===== src/rtl/gg_dma_pkg.sv =====
// Shared types and AXI constants for the macroblock read-DMA address path.
package gg_dma_pkg;

    typedef enum logic [1:0] {
        IDLE,
        CHECK,
        ISSUE,
        DRAIN
    } rdaddr_state_t;

    localparam int unsigned MB_BEATS        = 24;
    localparam logic [7:0]  AXI_ARLEN_MB    = 8'd23;
    localparam logic [2:0]  AXI_ARSIZE_128  = 3'b100;
    localparam logic [3:0]  AXI_ARCACHE_DMA = 4'b0011;

endpackage


===== src/rtl/gg_dma_outstanding.sv =====
// Outstanding-burst counter: AR handshakes count up, R-last beats count down.
// Flags full at MAX_OUT and holds a sticky error on R-last with nothing outstanding.
module gg_dma_outstanding #(
    parameter int unsigned MAX_OUT = 4
) (
    input  logic clk,
    input  logic reset_n,
    input  logic clr_err,
    input  logic inc,
    input  logic dec,
    output logic full,
    output logic empty,
    output logic err
);

    localparam int unsigned CNT_W = $clog2(MAX_OUT + 1);

    logic [CNT_W-1:0] count;

    always_ff @(posedge clk or negedge reset_n) begin
        if (!reset_n) begin
            count <= '0;
            err   <= 1'b0;
        end else begin
            // Simultaneous inc and dec cancel; a dec at zero never wraps.
            if (inc && !dec) begin
                count <= count + 1'b1;
            end else if (dec && !inc && count != '0) begin
                count <= count - 1'b1;
            end

            if (dec && count == '0) begin
                err <= 1'b1;
            end else if (clr_err) begin
                err <= 1'b0;
            end
        end
    end

    assign full  = (count == CNT_W'(MAX_OUT));
    assign empty = (count == '0);

endmodule


===== src/rtl/gg_dma_rdaddr.sv =====
// AXI4 read-address generator: one 24-beat 128-bit burst per macroblock from a
// circular buffer. Define GG_DMA_RDADDR_PERF_EN to add stall performance counters.
module gg_dma_rdaddr
    import gg_dma_pkg::*;
#(
    parameter int unsigned ADDR_W    = 40,
    parameter int unsigned MB_STRIDE = 512,
    parameter int unsigned MAX_OUT   = 4
) (
    input  logic              clk,
    input  logic              reset_n,
    input  logic              go,
    input  logic              cont,
    input  logic [ADDR_W-1:0] base_addr,
    input  logic [ADDR_W-1:0] limit_addr,
    input  logic [ADDR_W-1:0] write_addr,
    output logic [ADDR_W-1:0] read_addr,
    output logic              busy,
    output logic              waiting,
    output logic [15:0]       mb_count,
    output logic              m_arvalid,
    input  logic              m_arready,
    output logic [ADDR_W-1:0] m_araddr,
    output logic [7:0]        m_arlen,
    output logic [2:0]        m_arsize,
    output logic [3:0]        m_arcache,
    input  logic              m_rvalid,
    input  logic              m_rready,
    input  logic              m_rlast,
`ifdef GG_DMA_RDADDR_PERF_EN
    output logic [31:0]       stall_wr_cycles,
    output logic [31:0]       stall_ar_cycles,
`endif
    output logic              err
);

    rdaddr_state_t state, state_next;

    logic [ADDR_W:0] next_sum;
    logic            wrap;
    logic            ptr_eq;
    logic            start;
    logic            load_ar;
    logic            ar_hs;
    logic            r_last;
    logic            out_full;
    logic            out_empty;
    logic            blocked_full;

    // One extra bit keeps the wrap compare valid at the top of the address space.
    assign next_sum = {1'b0, read_addr} + (ADDR_W + 1)'(MB_STRIDE);
    assign wrap     = (next_sum >= {1'b0, limit_addr});
    assign ptr_eq   = (read_addr == write_addr);
    assign start    = (state == IDLE) && go;
    assign ar_hs    = (state == ISSUE) && m_arready;
    assign r_last   = m_rvalid && m_rready && m_rlast;

    always_comb begin
        state_next   = state;
        waiting      = 1'b0;
        load_ar      = 1'b0;
        blocked_full = 1'b0;
        unique case (state)
            IDLE: begin
                if (go) state_next = CHECK;
            end
            CHECK: begin
                if (!go) begin
                    state_next = DRAIN;
                end else if (!cont && ptr_eq) begin
                    waiting = 1'b1;
                end else if (out_full) begin
                    blocked_full = 1'b1;
                end else begin
                    load_ar    = 1'b1;
                    state_next = ISSUE;
                end
            end
            ISSUE: begin
                if (m_arready) state_next = CHECK;
            end
            DRAIN: begin
                if (out_empty) state_next = IDLE;
            end
            default: state_next = IDLE;
        endcase
    end

    always_ff @(posedge clk or negedge reset_n) begin
        if (!reset_n) begin
            state     <= IDLE;
            read_addr <= '0;
            m_araddr  <= '0;
            mb_count  <= '0;
        end else begin
            state <= state_next;
            if (start) begin
                read_addr <= base_addr;
                mb_count  <= '0;
            end
            if (load_ar) begin
                m_araddr <= read_addr;
            end
            if (ar_hs) begin
                read_addr <= wrap ? base_addr : next_sum[ADDR_W-1:0];
                mb_count  <= mb_count + 16'd1;
            end
        end
    end

    assign busy      = (state != IDLE);
    assign m_arvalid = (state == ISSUE);
    assign m_arlen   = AXI_ARLEN_MB;
    assign m_arsize  = AXI_ARSIZE_128;
    assign m_arcache = AXI_ARCACHE_DMA;

    gg_dma_outstanding #(
        .MAX_OUT(MAX_OUT)
    ) u_outstanding (
        .clk    (clk),
        .reset_n(reset_n),
        .clr_err(start),
        .inc    (ar_hs),
        .dec    (r_last),
        .full   (out_full),
        .empty  (out_empty),
        .err    (err)
    );

`ifdef GG_DMA_RDADDR_PERF_EN
    always_ff @(posedge clk or negedge reset_n) begin
        if (!reset_n) begin
            stall_wr_cycles <= '0;
            stall_ar_cycles <= '0;
        end else if (start) begin
            stall_wr_cycles <= '0;
            stall_ar_cycles <= '0;
        end else begin
            if (waiting && stall_wr_cycles != '1) begin
                stall_wr_cycles <= stall_wr_cycles + 32'd1;
            end
            if (((state == ISSUE && !m_arready) || blocked_full) && stall_ar_cycles != '1) begin
                stall_ar_cycles <= stall_ar_cycles + 32'd1;
            end
        end
    end
`endif

endmodule


===== config.mk =====
export PLATFORM = sky130hd
export DESIGN_NAME = gg_dma_rdaddr
export DESIGN_NICKNAME = d
export VERILOG_FILES = /design/src/rtl/gg_dma_pkg.sv /design/src/rtl/gg_dma_outstanding.sv /design/src/rtl/gg_dma_rdaddr.sv
export SDC_FILE = /design/constraint.sdc
export NUM_CORES = 1
export LEC_CHECK = 0
export CORE_MARGIN = 10
export CORE_UTILIZATION = 51
export CTS_BUF_LIST = sky130_fd_sc_hd__clkbuf_8
export DETAILED_ROUTE_END_ITERATION = 8
export PLACE_DENSITY = 0.95
export SYNTH_ARGS = -nofsm -noshare
export SYNTH_HDL_FRONTEND = slang
export SYNTH_SLANG_ARGS = --single-unit

===== constraint.sdc =====
create_clock -name clk -period 6.99 [get_ports clk]
set_clock_uncertainty 0.2 [all_clocks]
set_input_delay 1.0485 -clock clk [delete_from_list [all_inputs] [get_ports clk]]
set_output_delay 1.0485 -clock clk [all_outputs]
set_load 0.02 [all_outputs]

==> flow_summary.yaml, run 1 <==
global_route:
  grt_pass1_wl_um: 36600
  antenna_found_initial: 4
  grt_pass1_vias: 6561
  grt_max_degree: 54
  grtUsageTotal: 0.2550
  gr-total-overflow: 0
routing:
  via_per_inst: 5.796
  routed_wirelength_um: 23900
  drtIter0Drc: 708
  routed-via-count: 6393
  wl_per_cell_um: 21.67
  drcViolationCount: 0
  drtAntennaViolNets: 0
  dr.pass1.iters: 6
setup_path:
  slowest_stage: "nor4_1"
  cp-start-kind: "flop"
  worst-setup-path-type: "reg2reg"
  worstSetupEndpointType: "flop"
  cp.arrival_ns: 5.68
  critPathMaxFanout: 29
  path_cells: "ha_1 -> and2_1 -> nand4_1 -> nor4_1 -> nand3_1 -> xnor2_1 -> ha_1 -> nand3_1 -> or4_1 -> a211oi_1 -> a211oi_1 -> and3_4 -> o21ai_2 -> mux2_2"
  cp.required_ns: 7.08
  max_stage_delay_ns: 0.88
timing:
  fin_crit_sh: 0.7992
  grt_setup_unrepaired: "false"
  slew_headroom: 0.3031
  setup_tns_ns: 0
  slew_violations: 0
  hold_violations: 0
  setup_violations: 0
  worst_slew_pin_slew_ns: 1.045
  finalCriticalPeriod_ns: 5.586
  fmax_mhz: 179.0
floorplan:
  dieHeight_um: 135.2
  die_area_mm2: 0.01828
  start_util: 0.5150
  row_count: 42
  dieWidth_um: 135.2
  coreArea_mm2: 0.01314
  num_io_pins: 243
placed_design:
  hpwl_um: 18560
  place.gp.congestion: 0.9945
  port_buffers: 227
pwr:
  p_per_area_mw_per_mm2: 409.0
  power_w: 0.003780
  ir_drop_mv: 0.2159
  leakagePower_nw: 4.001
logic_synthesis:
  syn_inst: 720
  synth.distinct_cells: 61
  syn-cell-area_mm2: 0.006766
  synth_top_area_frac: 0.3772
  synth_top_area_cell: "dfrtp_1"
  yosysWarnings: 0
  ys_seq_area_frac: 0.3772
  synth_commonest_cells: "dfrtp_1, nand2_1, inv_1"
  ys_ff_latch: 102
  synth_ff_type: "dfrtp_1"
  ys_top_cells_by_area: "dfrtp_1, mux2_2, ha_1"
  avgSynthCellArea_um2: 9.398
  synth-async-reset-ratio: 1.000
  synth_edf_count: 0
  yosysMostFrequentCell: "dfrtp_1"
clocking:
  ctsHtreeMaxLevel: 3
  clk_path_buf_depth: 2
  cts_root_buf: "clkbuf_8"
  cts_tree: "built"
  clock_sinks: 102
  insertion_delay_ns: 0.40
  cts_buffers: 9
  cts_resized: 0
  path_clk_slew_ns: 0.11
  cts_hold_buf: 0
  postCtsSetupRepairBufs: 0
finish:
  fillCellCount: 987
  nets: 1090
  drive_above_1_share: 0.09307
  syn2layout_area_growth_pct: 36.61
min_path:
  hold_class: "reg2reg"
run:
  drv_cap: 0
run_status:
  outcome: "finished, final reports clean"
==> logic make-up (layout without fill, tap and decap cells) <==
| group | count (synthesis) | count (layout) | synth area share |
|---|---|---|---|
| AOI/OAI and AO/OA | 105 | 105 | 0.1121 |
| DFF | 102 | 102 | 0.3772 |
| xor gates and xnor gates | 70 | 70 | 0.09061 |
| and+or+nand+nor | 234 | 234 | 0.1727 |
| muxes | 57 | 57 | 0.09357 |
| adders and majority gates | 43 | 43 | 0.08062 |
| buffers and inverters | 107 | 298 | 0.07211 |
| other | 2 | 18 | 0.001110 |
==> power by group <==
part | internal, W | switching [W]
registers | 0.000838 | 0.000386
clock network | 0.000152 | 0.000231
logic | 0.00102 | 0.00115
total | 0.00201 | 0.00177
==> state kept, by name (all words and copies together), names as in the netlist <==
name                 count
m_araddr                40
read_addr               40
mb_count                16
u_outstanding.count      3
state                    2
u_outstanding.err        1
==> per-layer routing <==
layer / global-route usage / wire length [um]
met1: 0.2986 / 8975
met2: 0.4086 / 11370
met3: 0.08346 / 2520
met4: 0.1334 / 1026
met5: 0 / 12
==> final timing paths <==
| path | from | to | slack, ns | depth (start not counted) |
|---|---|---|---|---|
| setup / recovery | read_addr[9]$_DFFE_PN0P_ | read_addr[0]$_DFFE_PN0P_ | 1.40 | 14 |
| setup reg to reg | read_addr[9]$_DFFE_PN0P_ | read_addr[0]$_DFFE_PN0P_ | 1.40 | 14 |
| min in group asynchronous | reset_n | read_addr[7]$_DFFE_PN0P_ | 0.47 | 1 |
| hold reg to reg | u_outstanding.err$_DFFE_PN0P_ | u_outstanding.err$_DFFE_PN0P_ | 0.30 | 2 |
| max in group asynchronous | reset_n | u_outstanding.count[1]$_DFFE_PN0P_ | 4.90 | 2 |
| hold / removal | u_outstanding.err$_DFFE_PN0P_ | u_outstanding.err$_DFFE_PN0P_ | 0.30 | 2 |
==> stage by stage <==
stage	setup WS [ns]	hold WS [ns]	cells	instance area [um2]	utilization
2_1_floorplan	2.456	0.2898	733	6815	-
3_3_place_gp	1.814	0.2619	1084	9042	0.6883
3_5_place_dp	1.651	0.2641	1084	9042	0.6883
4_1_cts	1.623	0.2959	1100	9236	0.7030
5_1_grt	1.139	0.3256	1103	9244	0.7036
6_report	1.404	0.2959	1103	9244	0.7036
==> cell usage in the layout (no fill, tap or decap), types with 22 or more instances in the layout <==
cell	count
clkdlybuf4s50_1	226
dfrtp_1	102
ha_1	42
inv_1	51
mux2_2	50
nand2_1	80
nand3_1	40
nand4_1	22
nor2_1	28
xor2_1	50
==> cell type report <==
class,instances,area (um2),area share
diodes,3,7.507,0.0008121
clock buffers,11,151.4,0.01638
clock inverters,5,42.54,0.004602
inverters,51,191.4,0.02071
multi-input cells,524,3779,0.4088
flip-flops and latches,102,2552,0.2761
well taps,176,220.2,0.02382
repair buffers,231,2300,0.2488
==> worst max-delay path, delay by kind of cell (launching register included) <==
family | cells | cell delay, ns
adders and majority gates | 2 | 0.57
muxes | 1 | 0.39
and+or+nand+nor | 7 | 2.75
DFF | 1 | 0.52
AOI/OAI and AO/OA | 3 | 0.86
xor gates and xnor gates | 1 | 0.18
Note: power is estimated with default switching activity, not from simulation.
==> run 2: changes to the inputs <==
--- a/config.mk
+++ b/config.mk
@@ -6,10 +6,10 @@
 export NUM_CORES = 1
 export LEC_CHECK = 0
 export CORE_MARGIN = 10
-export CORE_UTILIZATION = 51
+export CORE_UTILIZATION = 47
 export CTS_BUF_LIST = sky130_fd_sc_hd__clkbuf_8
 export DETAILED_ROUTE_END_ITERATION = 8
-export PLACE_DENSITY = 0.95
+export PLACE_DENSITY = 0.92
 export SYNTH_ARGS = -nofsm -noshare
 export SYNTH_HDL_FRONTEND = slang
 export SYNTH_SLANG_ARGS = --single-unit
==> constraint.sdc (replaced) <==
create_clock -name clk -period 5.7 [get_ports clk]
set_clock_uncertainty 0.2 [all_clocks]
set_input_delay 0.855 -clock clk [delete_from_list [all_inputs] [get_ports clk]]
set_output_delay 0.855 -clock clk [all_outputs]
set_load 0.02 [all_outputs]
==> run 2 against run 1 <==
  * Utilization is 4.1 points lower
  * Via count down 0.31%
  * Combinational power is 24% higher
  * Clock-buffer cell count fell by 2
  * Sequential share of layout area is 0.078 points lower
  * Critical path type unchanged
  * Critical endpoint is now read_addr[13]$_DFFE_PN0P_
==> flow_summary.yaml, run 2 (synthesis results as in run 1) <==
run_status:
  outcome: "finished, final reports clean"
timing:
  slew_headroom: 0.2377
  grt_setup_unrepaired: "false"
  fmax_mhz: 192.7
  hold_violations: 0
  setup_violations: 0
  setup_tns_ns: 0
  worst_slack_ns: 0.5106
  finalCriticalPeriod_ns: 5.189
  slew_violations: 0
  worst_slew_pin_slew_ns: 1.141
  fin_crit_sh: 0.9104
clocking:
  cts_tree: "built"
  path_clk_slew_ns: 0.12
  ctsHtreeMaxLevel: 3
  cts_hold_buf: 0
  clk_path_buf_depth: 2
  clock_sinks: 102
  cts_root_buf: "clkbuf_8"
  insertion_delay_ns: 0.40
  cts_buffers: 9
setup_path:
  worstSetupEndpointType: "flop"
  worst-setup-path-type: "reg2reg"
  rrSetupSlack_ns: 0.51
  reg2regPathDepth: 16
  cp.arrival_ns: 5.28
  cp-start-kind: "flop"
  r2r_start: "read_addr[9]$_DFFE_PN0P_"
  r2r_end: "read_addr[13]$_DFFE_PN0P_"
  cp.required_ns: 5.79
  crit_path_start: "read_addr[9]$_DFFE_PN0P_"
  setup.worst_path.end: "read_addr[13]$_DFFE_PN0P_"
  critPathMaxFanout: 17
routing:
  drtAntennaViolNets: 0
  routed_wirelength_um: 24260
  dr.pass1.iters: 5
  wl_per_cell_um: 21.95
  drtIter0Drc: 719
  routed-via-count: 6373
  via_per_inst: 5.767
  drcViolationCount: 0
floorplan:
  die_area_mm2: 0.01960
  num_io_pins: 243
  start_util: 0.4837
  dieHeight_um: 140.0
  row_count: 43
  coreArea_mm2: 0.01399
  dieWidth_um: 140.0
global_route:
  grt_max_degree: 61
  antenna_found_initial: 2
  gr-total-overflow: 0
  grt_pass1_wl_um: 37210
  grt_pass1_vias: 6435
  grtUsageTotal: 0.2376
placed_design:
  dp_cells: 1089
  place.gp.congestion: 0.9780
  port_buffers: 227
  place_ws_ns: 0.4451
  hpwl_um: 18990
finish:
  reg_top3: "m_araddr x40, read_addr x40, mb_count x16"
  antenna_cells: 0
  drive_above_1_share: 0.09514
  syn2layout_area_growth_pct: 37.00
  layout_common_cells: "clkdlybuf4s50_1, dfrtp_1, nand2_1, inv_1"
  nets: 1091
  layout_commonest_cell: "clkdlybuf4s50_1"
  fin_cells: 1105
run:
  drv_cap: 0
pwr:
  ir_drop_mv: 0.3109
  leakagePower_nw: 4.016
  p_per_area_mw_per_mm2: 504.9
min_path:
  hold_class: "reg2reg"
==> run 2: cell count changes in the layout (fill, tap and decap cells not counted), sizes merged <==
cell,previous run,this run
inv,52,56
diode,3,0
clkinv,3,1
buf,5,6
clkbuf,11,9
bufinv,0,1
clkinvlp,1,0
==> run 2: final cells by class <==
class | count | area [um2]
fillers | 1102 | 4718
well taps | 180 | 225.2
clock buffers | 9 | 123.9
flip-flops and latches | 102 | 2552
clock inverters | 7 | 85.08
repair buffers | 232 | 2307
multi-input cells | 524 | 3785
inverters | 51 | 191.4
==> run 2: power breakdown <==
group / total (W) / switching, W / internal, W
Clock: 0.000511 / 0.000297 / 0.000214
Sequential: 0.00149 / 0.000466 / 0.00103
Combinational: 0.00268 / 0.00142 / 0.00126
==> run 2: through the flow <==
| stage | hold slack (ns) | util | power (W) | instance area [um2] |
|---|---|---|---|---|
| 2_1_floorplan | 0.2898 | - | 0.003007 | 6815 |
| 3_3_place_gp | 0.2607 | 0.6473 | 0.004066 | 9055 |
| 3_5_place_dp | 0.2634 | 0.6473 | 0.004145 | 9055 |
| 4_1_cts | 0.2793 | 0.6623 | 0.004661 | 9264 |
| 5_1_grt | 0.3264 | 0.6627 | 0.004942 | 9270 |
| 6_report | 0.2756 | 0.6627 | 0.004680 | 9270 |
==> run 2: critical path: stages, from the launching register on <==
cell and delay, ns:
dfrtp_1 0.52, ha_1 0.27, and2_1 0.19, nand4_1 0.10, buf_4 0.20, nor4_2 0.47
nand3_1 0.22, xnor2_1 0.18, ha_1 0.31, nand3_1 0.13, or4_1 0.66, a211oi_1 0.35
a211oi_1 0.13, nand3_2 0.32, nor2_1 0.23, buf_4 0.28, a221o_1 0.30
==> run 2: repair_timing <==
item,4_1_cts,5_1_grt
hold endpoints to repair,0,0
endpoints found under the setup margin,0,1
setup buffers,0,0
resized for setup,0,1
==> run 2: per-layer routing <==
layer	up-vias	global-route usage	part of all wire	wire, um
met5	-	0	0.0011	27
met1	3048	0.2874	0.39	9450
met2	342	0.3865	0.48	11700
met4	4	0.08913	0.029	706
li1	2930	-	-	-
met3	49	0.07539	0.098	2372
==> run 2: worst min path at each step <==
stage / startpoint / endpoint / slack [ns] / depth (start not counted)
2_1_floorplan: u_outstanding.count[2]$_DFFE_PN0P_ / u_outstanding.count[2]$_DFFE_PN0P_ / 0.29 / 1
3_3_place_gp: mb_count[15]$_DFFE_PN0P_ / mb_count[15]$_DFFE_PN0P_ / 0.26 / 1
3_5_place_dp: mb_count[15]$_DFFE_PN0P_ / mb_count[15]$_DFFE_PN0P_ / 0.26 / 1
4_1_cts: mb_count[15]$_DFFE_PN0P_ / mb_count[15]$_DFFE_PN0P_ / 0.28 / 1
5_1_grt: m_araddr[1]$_DFFE_PN0P_ / m_araddr[1]$_DFFE_PN0P_ / 0.33 / 1
6_report: mb_count[15]$_DFFE_PN0P_ / mb_count[15]$_DFFE_PN0P_ / 0.28 / 1
==> run 3: changes to the inputs <==
--- a/config.mk
+++ b/config.mk
@@ -10,6 +10,7 @@
 export CTS_BUF_LIST = sky130_fd_sc_hd__clkbuf_8
 export DETAILED_ROUTE_END_ITERATION = 8
 export PLACE_DENSITY = 0.92
+export SETUP_SLACK_MARGIN = 0.15
 export SYNTH_ARGS = -nofsm -noshare
 export SYNTH_HDL_FRONTEND = slang
 export SYNTH_SLANG_ARGS = --single-unit
==> constraint.sdc (replaced) <==
create_clock -name clk -period 5.07 [get_ports clk]
set_clock_uncertainty 0.2 [all_clocks]
set_input_delay 0.7605 -clock clk [delete_from_list [all_inputs] [get_ports clk]]
set_output_delay 0.7605 -clock clk [all_outputs]
set_load 0.02 [all_outputs]
==> run 3 against run 2 <==
  * Fmax grew 6.9%
  * Register-to-register slack worse by 0.30 ns
  * Sequential power increased by 7%
==> flow_summary.yaml, run 3 (synthesis results as in run 1) <==
routing:
  drtAntennaViolNets: 0
  dr.pass1.iters: 6
  wl_per_cell_um: 22.17
  routed_wirelength_um: 24990
  via_per_inst: 5.799
  drtIter0Drc: 697
  drcViolationCount: 0
  routed-via-count: 6535
pwr:
  leakagePower_nw: 4.116
  ir_drop_mv: 0.3001
  power_w: 0.005373
  p_per_area_mw_per_mm2: 570.0
finish:
  layout_common_cells: "clkdlybuf4s50_1, dfrtp_1, nand2_1, inv_1"
  fin_area_mm2: 0.009427
  seqCellArea_mm2: 0.002552
  nets: 1111
  fin_util: 0.6739
  layout_commonest_cell: "clkdlybuf4s50_1"
  multi_input_area_mm2: 0.003796
  fillCellCount: 1079
  drive_above_1_share: 0.1132
  reg_top3: "m_araddr x40, read_addr x40, mb_count x16"
  syn2layout_area_growth_pct: 39.31
placed_design:
  port_buffers: 227
  hpwl_um: 19480
  placed_area_mm2: 0.009183
  place.gp.congestion: 0.9695
global_route:
  grt_pass1_wl_um: 38050
  grt_max_degree: 74
  grtUsageTotal: 0.2432
  grt_pass1_vias: 6681
  antenna_found_initial: 3
  gr-total-overflow: 0
floorplan:
  die_area_mm2: 0.01960
  dieHeight_um: 140.0
  row_count: 43
  coreArea_mm2: 0.01399
  num_io_pins: 243
  dieWidth_um: 140.0
  start_util: 0.4837
clocking:
  ctsHtreeMaxLevel: 3
  cts_hold_buf: 0
  cts_tree: "built"
  path_clk_slew_ns: 0.11
  cts_root_buf: "clkbuf_8"
  clock_sinks: 102
  clk_path_buf_depth: 2
  insertion_delay_ns: 0.40
  cts_buffers: 9
run:
  drv_cap: 0
setup_path:
  worstSetupEndpointType: "flop"
  cp-start-kind: "flop"
  cp.required_ns: 5.14
  critPathMaxFanout: 16
  cp.arrival_ns: 4.93
  worst-setup-path-type: "reg2reg"
timing:
  setup_violations: 0
  grt_setup_unrepaired: "false"
  fin_crit_sh: 0.9575
  slew_headroom: 0.2812
  fmax_mhz: 206.0
  finalCriticalPeriod_ns: 4.855
  whs_ns: 0.3048
  worst_slew_pin_slew_ns: 1.078
  slew_violations: 0
  hold_violations: 0
  setup_tns_ns: 0
run_status:
  outcome: "finished, final reports clean"
min_path:
  hold_class: "reg2reg"
run 3: path summary, 6_finish.rpt:
check | start | end | slack [ns] | depth (start not counted)
worst max-delay path | read_addr[21]$_DFFE_PN0P_ | read_addr[8]$_DFFE_PN0P_ | 0.22 | 14
worst min-delay path | u_outstanding.err$_DFFE_PN0P_ | u_outstanding.err$_DFFE_PN0P_ | 0.30 | 2
min in group asynchronous | reset_n | mb_count[8]$_DFFE_PN0P_ | 0.33 | 1
worst min register to register | u_outstanding.err$_DFFE_PN0P_ | u_outstanding.err$_DFFE_PN0P_ | 0.30 | 2
max in group asynchronous | reset_n | state[1]$_DFFE_PN0P_ | 3.37 | 2
worst max register to register | read_addr[21]$_DFFE_PN0P_ | read_addr[8]$_DFFE_PN0P_ | 0.22 | 14
run 3: through the flow:
step / instances / setup WS [ns]
final: 1127 / 0.2153
after global routing: 1127 / 0.1523
after CTS: 1122 / 0.2648
after detailed placement: 1106 / 0.2756
after global placement: 1106 / 0.3923
after floorplan: 733 / 0.5363
run 3: power breakdown:
group,leakage (nW),internal (W),switching (W),total [W]
Clock,0.109,0.000246,0.000315,0.000561
Sequential,1.26,0.00116,0.000437,0.00159
Combinational,2.75,0.00149,0.00172,0.00322
run 3: layer usage:
layer	up-vias	track usage	wire (um)
met5	-	0	17
met4	2	0.1196	1032
met3	61	0.06998	2458
met2	380	0.3930	11860
met1	3125	0.2901	9616
li1	2967	-	-
run 3: worst max-delay path, cell delays in order, from the launching register on:
cell      delay [ns]
dfrtp_1         0.60
nand3_2         0.23
or3_1           0.44
or4_4           0.46
nor2_1          0.14
xor2_1          0.10
ha_1            0.31
nand3_1         0.14
or4_1           0.66
a211oi_1        0.41
a211oi_1        0.17
nand3_2         0.13
buf_4           0.25
a21oi_4         0.16
mux2_2          0.32
run 3: cell type report:
cell class | instances | share of cell area
Inverter | 51 | 0.02031
Tap cell | 180 | 0.02389
Clock buffer | 10 | 0.01460
Clock inverter | 6 | 0.007300
Antenna cell | 2 | 0.0005309
Sequential cell | 102 | 0.2708
Timing Repair Buffer | 251 | 0.2599
Multi-Input combinational cell | 525 | 0.4027
run 3: what timing repair did:
item,in CTS,in global routing
setup buffers,0,2
setup endpoints to repair,0,38
gates resized for setup,0,2
==> patch 1 (settings of run 2) <==
`MAX_OUT` is set to 4 in 2 places; all go to 8.
--- a/src/rtl/gg_dma_outstanding.sv
+++ b/src/rtl/gg_dma_outstanding.sv
@@ -3,3 +3,3 @@
 module gg_dma_outstanding #(
-    parameter int unsigned MAX_OUT = 4
+    parameter int unsigned MAX_OUT = 8
 ) (
--- a/src/rtl/gg_dma_rdaddr.sv
+++ b/src/rtl/gg_dma_rdaddr.sv
@@ -7,3 +7,3 @@
     parameter int unsigned MB_STRIDE = 512,
-    parameter int unsigned MAX_OUT   = 4
+    parameter int unsigned MAX_OUT   = 8
 ) (
Formal check against the unedited RTL: same outputs for any inputs over 10 cycles, from zero or initial values and one cycle with reset_n low; that may be too few to reach the edited logic, so the function may still have changed.
==> patch 1 against run 2 <==
Worst setup slack better by 170 ps; cell area up 1.9%; sequential cell count up 1; global-route usage up 0.54 points; utilization down 1.5 points; synthesized area grew 3.6%; power rose by 0.46%; count of clock-buffer cells in the layout up 1; hold slack improved by 19 ps; wire length rose by 3.7%; critical path type unchanged; critical endpoint is now read_addr[8]$_DFFE_PN0P_.
==> patch 1: results (changes against run 2) <==
| Metric | Value |
|---|---|
| Worst Hold End | m_araddr[0]$_DFFE_PN0P_ |
| Met3 WL | 2.45 mm (+3.3%) |
| Relative slew slack | 24.3% (+0.50 points) |
| Area growth syn-to-layout | 34.7% |
| Fraction of area in registers | 27.3% (-0.25 points) |
| FF-to-FF End | read_addr[8]$_DFFE_PN0P_ |
| Initial DRC Count | 584 (-19%) |
| Post-synthesis sequential area ratio | 36.8% (-0.97 points) |
| First-pass GRT wire length | 38.7 mm (+4.0%) |
| Non-clk buf share | 24.3% (-0.54 points) |
| Met2 wire length | 12.1 mm (+3.7%) |
| Non-CTS buffers | 231 (-0.43%) |
| Post-placement cell count | 1,127 (+3.5%) |
| CP peak stage delay | 510 ps (-150 ps) |
| # fillers | 1,142 (+3.6%) |
| Clock buffer count | 10 (+1) |
| Final Hold Slack | 294 ps (+18.8 ps) |
| Dpl ws | 742 ps (+297 ps) |
| Footprint of the multi-input gates | 0.00390 mm² (+3.1%) |
| Internal power | 2.49 mW (-0.45%) |
| Synth Area in Compound Gates | 15.1% (+3.9 points) |
| Initial antenna violation count | 1 (-1) |
| Pleak | 4.11 nW (+2.2%) |
| Worst Hold Path Cells | 2 (+1) |
| Min-delay src | m_araddr[0]$_DFFE_PN0P_ |
| Global routing usage on met1 | 28.9% (+0.16 points) |
| Result of the run | finished clean |
| Clock tree cell share of total cell area | 2.01% (-0.24 points) |
| DP HPWL | 19.3 mm (+1.8%) |
| Max layer used | met4 |
| Commonest cells post-synth | 103 x dfrtp_1, 87 x nand2_1, 64 x inv_1 |
| Met3 usage | 7.91% (+0.37 points) |
| Arr. time, crit path | 5110 ps (-170 ps) |
| Post-Syn Instances | 758 (+5.3%) |
[patch 1: cell count changes in the layout (fill, tap and decap cells not counted), sizes merged, moves of 6 or more]
cell / delta
o221ai: +9
o21ai: +15
and3: -8
a221o: +9
nor3: +10
nor4: -6
inv: +10
o211ai: -8
a21oi: +20
nand3: -9
mux2: -13
nand2: +9
xor2: -12
xnor2: +8
[patch 1: worst max-delay path by stage]
stage                         startpoint                        end  slack [ps]  cells after the start
2_1_floorplan  read_addr[21]$_DFFE_PN0P_   read_addr[2]$_DFFE_PN0P_        1210                     18
3_3_place_gp    read_addr[9]$_DFFE_PN0P_   read_addr[0]$_DFFE_PN0P_         960                     15
3_5_place_dp    read_addr[9]$_DFFE_PN0P_   read_addr[8]$_DFFE_PN0P_         740                     15
4_1_cts         read_addr[9]$_DFFE_PN0P_   read_addr[8]$_DFFE_PN0P_         740                     15
5_1_grt        read_addr[21]$_DFFE_PN0P_  read_addr[29]$_DFFE_PN0P_         410                     14
6_report        read_addr[9]$_DFFE_PN0P_   read_addr[8]$_DFFE_PN0P_         680                     15
[patch 1: power by group through the flow]
stage	sequential [mW]	combinational (mW)	clock [mW]
floorplan	1.65	1.40	0
global placement	1.48	2.63	0
detailed placement	1.51	2.70	0
CTS	1.50	2.71	0.474
global route	1.55	2.93	0.507
finish	1.51	2.72	0.472
[patch 1: critical path: cells and delay by family (launching register included)]
| kind | cells | cell delay [ps] |
|---|---|---|
| AO/OA/AOI/OAI | 4 | 1120 |
| XOR/XNOR | 1 | 140 |
| adder cells (fa/ha/maj) | 2 | 570 |
| flip-flops | 1 | 510 |
| multiplexers | 1 | 400 |
| AND/OR/NAND/NOR | 7 | 1960 |
==> patch 2 (config.mk and constraints of run 2) <==
Made on the original files. Re-encode `rdaddr_state_t` (4 states) as one-hot, 4 bits wide.
--- a/src/rtl/gg_dma_pkg.sv
+++ b/src/rtl/gg_dma_pkg.sv
@@ -3,7 +3,7 @@
 
-    typedef enum logic [1:0] {
-        IDLE,
-        CHECK,
-        ISSUE,
-        DRAIN
+    typedef enum logic [3:0] {
+        IDLE  = 4'b0001,
+        CHECK = 4'b0010,
+        ISSUE = 4'b0100,
+        DRAIN = 4'b1000
     } rdaddr_state_t;
Behaviour: same outputs for any inputs over 4 cycles, from zero or initial values and one cycle with reset_n low; so few cycles prove little.
==> patch 2 against run 2 <==
Sequential cell count increased by 2; power decreased by 9.0%; global-route usage decreased by 0.82 points; sequential share of layout area increased by 0.34 points; worst setup slack got worse by 6.8 ps; non-clock buffer count unchanged; first-iteration DRC count decreased by 7.2%; synthesized area increased by 1.3%; cell area increased by 0.76%; wire length decreased by 3.5%; fmax decreased by 0.13%; count of clock-buffer cells in the layout increased by 3; die area increased by 1.1%.
==> patch 2: results (changes against run 2) <==
| Metric | Value |
|---|---|
| Result of the run | finished clean |
| Met2 wire length | 11.0 mm (-6.1%) |
| Final Non-Filler Cells | 1,084 (-1.9%) |
| Final Hold Slack | 291 ps (+15.6 ps) |
| FF-to-FF End | read_addr[21]$_DFFE_PN0P_ |
| DP Area | 0.00914 mm² (+0.88%) |
| # fillers | 1,135 (+3.0%) |
| CP max FO | 19 (+2) |
| # clock sinks | 104 (+2.0%) |
| Share of layout cells above drive strength 1 | 5.78% (-3.7 points) |
| Worst Hold End | m_araddr[26]$_DFFE_PN0P_ |
| DP HPWL | 18.4 mm (-3.2%) |
| Min-delay src | m_araddr[26]$_DFFE_PN0P_ |
| DR vias/cell | 5.75 (-0.30%) |
| Max layer used | met4 |
| Slowest cell on the critical path | nor4_1 |
| Met1 wire length | 9.22 mm (-2.4%) |
| Wire per inst | 21.6 µm (-1.6%) |
| Dpl ws | 684 ps (+239 ps) |
| Met3 usage | 6.55% (-0.99 points) |
| Footprint of the multi-input gates | 0.00380 mm² (+0.46%) |
| Pleak | 4.17 nW (+3.9%) |
| Max VDD drop | 0.000288 V (-7.3%) |
| Multi-input comb cells | 498 (-5.0%) |
| Non-clk buf share | 24.7% (-0.19 points) |
| Pwr Density | 456 mW/mm² (-9.7%) |
| Relative slew slack | 41.4% (+18 points) |
| Clock-pin slew on the worst setup and hold paths | 100 ps (-20 ps) |
| Mean Syn Cell Area | 9.93 µm² (+5.7%) |
| Top cells by area, synth | dfrtp_1 38%, ha_1 7.7%, mux2_1 6.4%, xor2_1 4.9%, a221o_1 3.5% |
| Vias in the first global route | 6,316 (-1.8%) |
| Routability cong. | 0.946 (-3.2%) |
| Commonest cells post-synth | 103 x dfrtp_1, 51 x inv_1, 48 x nand2_1 |
| Global routing usage on met1 | 27.7% (-1.0 points) |
| Initial DRC Count | 667 (-7.2%) |
| Initial antenna violation count | 0 (-2) |
| Clock buffer count | 12 (+3) |
| Post-synthesis sequential area ratio | 38.0% (+0.27 points) |
| Worst Reg-to-Reg Cells | 13 (-3) |
| Unique masters post-synth | 66 (+8.2%) |
| Largest net degree at the start of global routing | 66 (+8.2%) |
| Sequential cell area | 0.00260 mm² (+2.0%) |
| Tot GR Track Use | 22.9% (-0.82 points) |
| First-pass GRT wire length | 36.0 mm (-3.3%) |
| Post-CTS Setup Inserts | 0 (unchanged) |
| GRT met2 Usage | 36.7% (-1.9 points) |
-- patch 2: cell types whose count changed in the layout (fill, tap and decap cells not counted), sizes merged, moves of 8 or more --
cell    before  now
nand2       80   49
and3        12   30
a221o        7   24
xor2        50   38
nand3       42   31
nand2b       2   12
o211ai      16    7
nor2b        2   10
-- patch 2: worst max-delay path by stage --
| stage | startpoint | end | slack (ps) |
|---|---|---|---|
| 2_1_floorplan | read_addr[9]$_DFFE_PN0P_ | read_addr[25]$_DFFE_PN0P_ | 1590 |
| 3_3_place_gp | read_addr[9]$_DFFE_PN0P_ | read_addr[38]$_DFFE_PN0P_ | 820 |
| 3_5_place_dp | read_addr[9]$_DFFE_PN0P_ | read_addr[21]$_DFFE_PN0P_ | 680 |
| 4_1_cts | read_addr[9]$_DFFE_PN0P_ | read_addr[21]$_DFFE_PN0P_ | 640 |
| 5_1_grt | read_addr[9]$_DFFE_PN0P_ | read_addr[21]$_DFFE_PN0P_ | 300 |
| 6_report | read_addr[9]$_DFFE_PN0P_ | read_addr[21]$_DFFE_PN0P_ | 500 |
-- patch 2: logic make-up (layout without fill, tap and decap cells) --
group / count (synthesis) / after routing / synth area share, %
xor gates and xnor gates: 61 / 61 / 7.80
buffers and inverters: 101 / 298 / 7.39
muxes: 54 / 54 / 8.82
AOI/OAI and AO/OA: 110 / 110 / 12.0
other: 2 / 15 / 0.110
DFF: 104 / 104 / 38.0
adders and majority gates: 43 / 43 / 7.96
and+or+nand+nor: 215 / 215 / 17.9
-- patch 2: where the power goes --
part           total, mW  internal [mW]  switching [mW]  leakage (nW)
Combinational       2.26           1.12            1.13          2.75
Sequential          1.50           1.03           0.476          1.31
Clock              0.499          0.236           0.263         0.108
Total               4.26           2.38            1.87          4.17
